## config.mk

```make
export PLATFORM = sky130hd
export DESIGN_NAME = bram_pingpong_ctrl
export DESIGN_NICKNAME = d
export VERILOG_FILES = /design/src/rtl/bram_pingpong_ctrl.sv
export SDC_FILE = /design/constraint.sdc
export NUM_CORES = 1
export LEC_CHECK = 0
export CAP_MARGIN = 20
export CORE_ASPECT_RATIO = 2
export CORE_UTILIZATION = 42
export CTS_CLUSTER_SIZE = 25
export DETAILED_ROUTE_END_ITERATION = 12
export PLACE_DENSITY = 0.77
export SYNTH_ARGS = -nofsm -noshare
export SYNTH_HDL_FRONTEND = slang
export SYNTH_SLANG_ARGS = --single-unit
```

## constraint.sdc

```tcl
create_clock -name m00_axis_aclk -period 1.98 [get_ports m00_axis_aclk]
set_input_delay 0.396 -clock m00_axis_aclk [delete_from_list [all_inputs] [get_ports m00_axis_aclk]]
set_output_delay 0.396 -clock m00_axis_aclk [all_outputs]
set_load 0.01 [all_outputs]
```

## src/rtl/bram_pingpong_ctrl.sv

```systemverilog
// bram_pingpong_ctrl
// Bank-ownership controller for the chunk BRAM ring between the DDR transfer
// engine and the LBM compute core. DDR fills one bank while LBM works on the
// previously filled bank; roles rotate once both sides report chunk done.
//
// Parameters:
//   ADDR_W     BRAM address width
//   NUM_BANKS  banks in the ring (2..8)
//   BANK_W     bank index width, derived from NUM_BANKS
//
// Ports:
//   m00_axis_aclk      clock
//   m00_axis_areset    asynchronous active-high reset
//   ddr_req/we/addr    DDR side access request
//   ddr_chunk_done     DDR finished its bank (one-cycle pulse)
//   lbm_req/we/addr    LBM side access request
//   lbm_chunk_done     LBM finished its bank (one-cycle pulse)
//   ddr_ready          DDR side may issue requests (decoded from state)
//   lbm_ready          LBM side may issue requests (decoded from state)
//   ddr_bank/lbm_bank  bank owned by each side
//   lbm_start          pulse on the first RUN cycle after a swap
//   bank_wen           per-bank write enable (registered)
//   bank_addr          per-bank address, bank b at [b*ADDR_W +: ADDR_W] (registered)
//   proto_err          sticky protocol-error flag
//   swap_count         completed swaps
//
// Build option: define PINGPONG_STATS_EN to implement the 16-bit swap counter;
// without it swap_count is tied to zero.

module bram_pingpong_ctrl #(
  parameter int unsigned ADDR_W    = 12,
  parameter int unsigned NUM_BANKS = 2,
  localparam int unsigned BANK_W   = $clog2(NUM_BANKS)
) (
  input  logic                          m00_axis_aclk,
  input  logic                          m00_axis_areset,
  input  logic                          ddr_req,
  input  logic                          ddr_we,
  input  logic [ADDR_W-1:0]             ddr_addr,
  input  logic                          ddr_chunk_done,
  input  logic                          lbm_req,
  input  logic                          lbm_we,
  input  logic [ADDR_W-1:0]             lbm_addr,
  input  logic                          lbm_chunk_done,
  output logic                          ddr_ready,
  output logic                          lbm_ready,
  output logic [BANK_W-1:0]             ddr_bank,
  output logic [BANK_W-1:0]             lbm_bank,
  output logic                          lbm_start,
  output logic [NUM_BANKS-1:0]          bank_wen,
  output logic [NUM_BANKS*ADDR_W-1:0]   bank_addr,
  output logic                          proto_err,
  output logic [15:0]                   swap_count
);

  localparam int unsigned CNT_W = 16;

  typedef enum logic [2:0] {
    ST_FILL     = 3'd0,
    ST_RUN      = 3'd1,
    ST_WAIT_DDR = 3'd2,
    ST_WAIT_LBM = 3'd3,
    ST_SWAP     = 3'd4
  } state_t;

  state_t state;
  state_t state_nxt;

  logic                 ddr_acc;
  logic                 lbm_acc;
  logic                 err_evt;
  logic [BANK_W-1:0]    ddr_bank_nxt;
  logic [NUM_BANKS-1:0] ddr_sel;
  logic [NUM_BANKS-1:0] lbm_sel;

  // State register
  always_ff @(posedge m00_axis_aclk or posedge m00_axis_areset) begin
    if (m00_axis_areset) begin
      state <= ST_FILL;
    end else begin
      state <= state_nxt;
    end
  end

  // Next-state logic; done pulses from a side that is not ready are ignored
  // simply because no state looks at them.
  always_comb begin
    state_nxt = state;
    case (state)
      ST_FILL: begin
        if (ddr_chunk_done) state_nxt = ST_SWAP;
      end
      ST_RUN: begin
        case ({ddr_chunk_done, lbm_chunk_done})
          2'b11:   state_nxt = ST_SWAP;
          2'b10:   state_nxt = ST_WAIT_LBM;
          2'b01:   state_nxt = ST_WAIT_DDR;
          default: state_nxt = ST_RUN;
        endcase
      end
      ST_WAIT_LBM: begin
        if (lbm_chunk_done) state_nxt = ST_SWAP;
      end
      ST_WAIT_DDR: begin
        if (ddr_chunk_done) state_nxt = ST_SWAP;
      end
      ST_SWAP: begin
        state_nxt = ST_RUN;
      end
      default: begin
        state_nxt = ST_FILL;
      end
    endcase
  end

  // Ready decode from state
  always_comb begin
    ddr_ready = 1'b0;
    lbm_ready = 1'b0;
    case (state)
      ST_FILL:     ddr_ready = 1'b1;
      ST_RUN: begin
        ddr_ready = 1'b1;
        lbm_ready = 1'b1;
      end
      ST_WAIT_DDR: ddr_ready = 1'b1;
      ST_WAIT_LBM: lbm_ready = 1'b1;
      default: begin
        ddr_ready = 1'b0;
        lbm_ready = 1'b0;
      end
    endcase
  end

  // Accept/error qualification and per-bank ownership decode
  always_comb begin
    ddr_acc = ddr_req && ddr_ready;
    lbm_acc = lbm_req && lbm_ready;
    err_evt = (ddr_req && !ddr_ready) || (ddr_chunk_done && !ddr_ready) ||
              (lbm_req && !lbm_ready) || (lbm_chunk_done && !lbm_ready);
    ddr_sel = '0;
    lbm_sel = '0;
    for (int b = 0; b < NUM_BANKS; b++) begin
      ddr_sel[b] = ddr_acc && (ddr_bank == BANK_W'(b));
      lbm_sel[b] = lbm_acc && (lbm_bank == BANK_W'(b));
    end
  end

  // Explicit ring wrap so non-power-of-two bank counts work
  assign ddr_bank_nxt = (ddr_bank == BANK_W'(NUM_BANKS - 1)) ? '0
                                                              : ddr_bank + BANK_W'(1);

  // Bank rotation, start pulse and sticky error
  always_ff @(posedge m00_axis_aclk or posedge m00_axis_areset) begin
    if (m00_axis_areset) begin
      ddr_bank  <= '0;
      lbm_bank  <= '0;
      lbm_start <= 1'b0;
      proto_err <= 1'b0;
    end else begin
      lbm_start <= (state == ST_SWAP);
      if (state == ST_SWAP) begin
        lbm_bank <= ddr_bank;
        ddr_bank <= ddr_bank_nxt;
      end
      if (err_evt) begin
        proto_err <= 1'b1;
      end
    end
  end

  // Per-bank steering; owned banks never coincide while both sides are ready
  always_ff @(posedge m00_axis_aclk or posedge m00_axis_areset) begin
    if (m00_axis_areset) begin
      bank_wen  <= '0;
      bank_addr <= '0;
    end else begin
      for (int b = 0; b < NUM_BANKS; b++) begin
        bank_wen[b] <= 1'b0;
        if (ddr_sel[b]) begin
          bank_wen[b]                  <= ddr_we;
          bank_addr[b*ADDR_W +: ADDR_W] <= ddr_addr;
        end else if (lbm_sel[b]) begin
          bank_wen[b]                  <= lbm_we;
          bank_addr[b*ADDR_W +: ADDR_W] <= lbm_addr;
        end
      end
    end
  end

`ifdef PINGPONG_STATS_EN
  // Swap counter, advances on every SWAP->RUN transition and wraps
  always_ff @(posedge m00_axis_aclk or posedge m00_axis_areset) begin
    if (m00_axis_areset) begin
      swap_count <= '0;
    end else if (state == ST_SWAP) begin
      swap_count <= swap_count + CNT_W'(1);
    end
  end
`else
  assign swap_count = CNT_W'(0);
`endif

endmodule

```

==> metrics.txt <==
FF+latch count, synth 33; crit path cell chain and2b_2, clkdlybuf4s50_1; I/O Buffers 63; die height 96.5 um; Design Area, Final 2640 um^2; htree depth 2; highest clock rate 514 MHz; Tmin final 1.94 ns; final wirelength 4260 um; diode count 0; RD Place Congestion 0.729; Die Span X 49.2 um; Max stage delay on crit path 0.54 ns; worst hold path type flip-flop to flip-flop; Adder-Cell Fraction of Synth Area 2.00%; CTS tree built; final hold vios 0; most common library cells after synthesis 33 x dfrtp_1, 18 x mux2_4, 17 x buf_4, 17 x mux2_1, 15 x mux2_2; Area growth syn-to-layout 40.9%; Synth area leaders dfrtp_1 44%, mux2_4 14%, mux2_1 10%; Crit path required time 1.58 ns; initial core utilization 43.6%; die area 4750 um^2; IO Pins 80; status finished clean; number of global-route vias before repair 1388; CP arrival 1.55 ns; Clock Latency Late Sink 0.28 ns; TritonCTS Buffers 5; first-pass GRT wire length 6820 um; dominant cell type by area after synthesis dfrtp_1; largest family of logic cells by synthesized area multiplexers; DRC marker count from the first detailed-route iteration 20; post-synth top area share 44.1%; sequential area share after synthesis 44.1%; largest net degree at the start of global routing 34; WS Path Type flip-flop to output pin; pwr/cell area 1400 nW/um^2; grt ovf 0; maxcap violations 0; leakage 1.21 nW; # setup viols final 0; layout cells sized above 1 24.6%; Root Driver clkbuf_8; Startpoint Class flip-flop; main flop type after synthesis dfrtp_1; Antenna Violating Nets Remaining 0; DR pass1 iterations 4; xor-xnor portion of the synthesized cell area 0.467%; core area 4300 um^2; synthesized area 1870 um^2; mux share of post-synthesis cell area 34.7%; antenna violations before repair 0; Synth Area in Simple Gates 6.14%; Critical-path top delay cell clkdlybuf4s50_1; All-Layer GR Usage 19.9%; Mapped Cells 139; compound-gate portion of the synthesized area 2.67%; Max Root-Sink Buffers 2; Via density 4.77; RSZ-0062 raised after global routing no; hold buffer count at CTS 0; post-synth cell types 28; crit share post-route 98.2%; mean post-synth cell area 13.5 um^2; Vias 1264; Post-synth ARST share 100%; nature of the critical path endpoint output pin; Rows 34; clock slew at reported path FFs 0.06 ns; final core occ 61.4%; clk_skew 0.00470 ns; CP max FO 7; Routed wire per std cell 16.1 um; area post-placement 2550 um^2; nets 245; Synthesis Warnings 0; Post-synth EDFFs 0; maximum vdd ir drop 0.675 mV; # clock sinks 33; most common cell in the netlist dfrtp_1; # DRC 0; dpl hpwl 3350 um; Slew Limit Fails 0
==> routing by layer <==
layer  GRT usage, %  part of all wire [%]
met4           11.5                   2.4
met3           4.69                   4.1
met5              0                     0
met2           38.1                    59
met1           18.8                    34
==> area by class of cell <==
cell class                 instances  area (um^2)
multi-input combinational         94          931
inverter                           6         22.5
tap                               54         67.6
timing repair buffer              70          711
clock buffer                       8         80.1
sequential                        33          828
fill                             351         1660
==> worst max-delay path, delay by kind of cell (launching register included) <==
kind	cells	cell delay [ns]
buffers and inverters	1	0.54
flip-flops	1	0.46
AND/OR/NAND/NOR	1	0.26
==> stage by stage <==
stage / setup TNS (ns) / cells / hold slack, ns / setup WS [ns] / total power [W]
finish: 0 / 265 / 0.499 / 0.0357 / 0.00370
global route: 0 / 265 / 0.528 / 0.00758 / 0.00392
CTS: 0 / 265 / 0.508 / 0.00239 / 0.00373
detailed placement: -2.65 / 257 / 0.489 / -0.152 / 0.00324
global placement: -1.12 / 257 / 0.475 / -0.0717 / 0.00316
floorplan: 0 / 154 / 0.491 / 0.332 / 0.00234
==> kinds of logic (layout without fill, tap and decap cells) <==
logic type	count (synthesis)	in the layout
buffers and inverters	27	84
muxes	52	52
adders and majority gates	3	3
and+or+nand+nor	15	15
other	1	16
AOI/OAI and AO/OA	7	7
xor gates and xnor gates	1	1
DFF	33	33
==> flip-flops by register name, indices dropped and copies added, names as in the netlist <==
| name | flops |
|---|---|
| bank_addr | 24 |
| ddr_bank | 1 |
| lbm_start | 1 |
| state | 3 |
| lbm_bank | 1 |
| bank_wen | 2 |
| proto_err | 1 |
==> cell usage in the layout, fill, tap and decap left out, types with 5 or more instances in the layout <==
cell type        Yosys  layout
dfrtp_1             33      31
buf_4               17       5
nor2_1               5       5
mux2_1              17      17
clkbuf_8             0       5
inv_1                6       6
mux2_4              18      18
conb_1               1      16
mux2_2              15      15
clkdlybuf4s50_1      0      62
==> path summary, 6_finish.rpt <==
path / from / endpoint / slack (ns) / cells after the start
max: state[2] / lbm_ready / 0.04 / 2
min: proto_err / proto_err / 0.50 / 2
max reg2reg: lbm_bank / bank_addr[2] / 0.31 / 4
min reg2reg: proto_err / proto_err / 0.50 / 2
max in group asynchronous: m00_axis_areset / state[2] / 1.16 / 3
min in group asynchronous: m00_axis_areset / lbm_bank / 0.51 / 3
==> what timing repair did <==
item,4_1_cts,5_1_grt
endpoints found under the setup margin,2,2
cloned,0,0
pin swaps,0,1
gates resized for setup,1,4
setup buffers,0,0
==> where the power goes <==
group	internal (W)	total (W)	switching (W)
Clock	0.000249	0.000474	0.000224
Combinational	0.00130	0.00197	0.000669
Sequential	0.00100	0.00126	0.000256
Total	0.00255	0.00370	0.00115
Note: power is estimated with default switching activity, not from simulation.
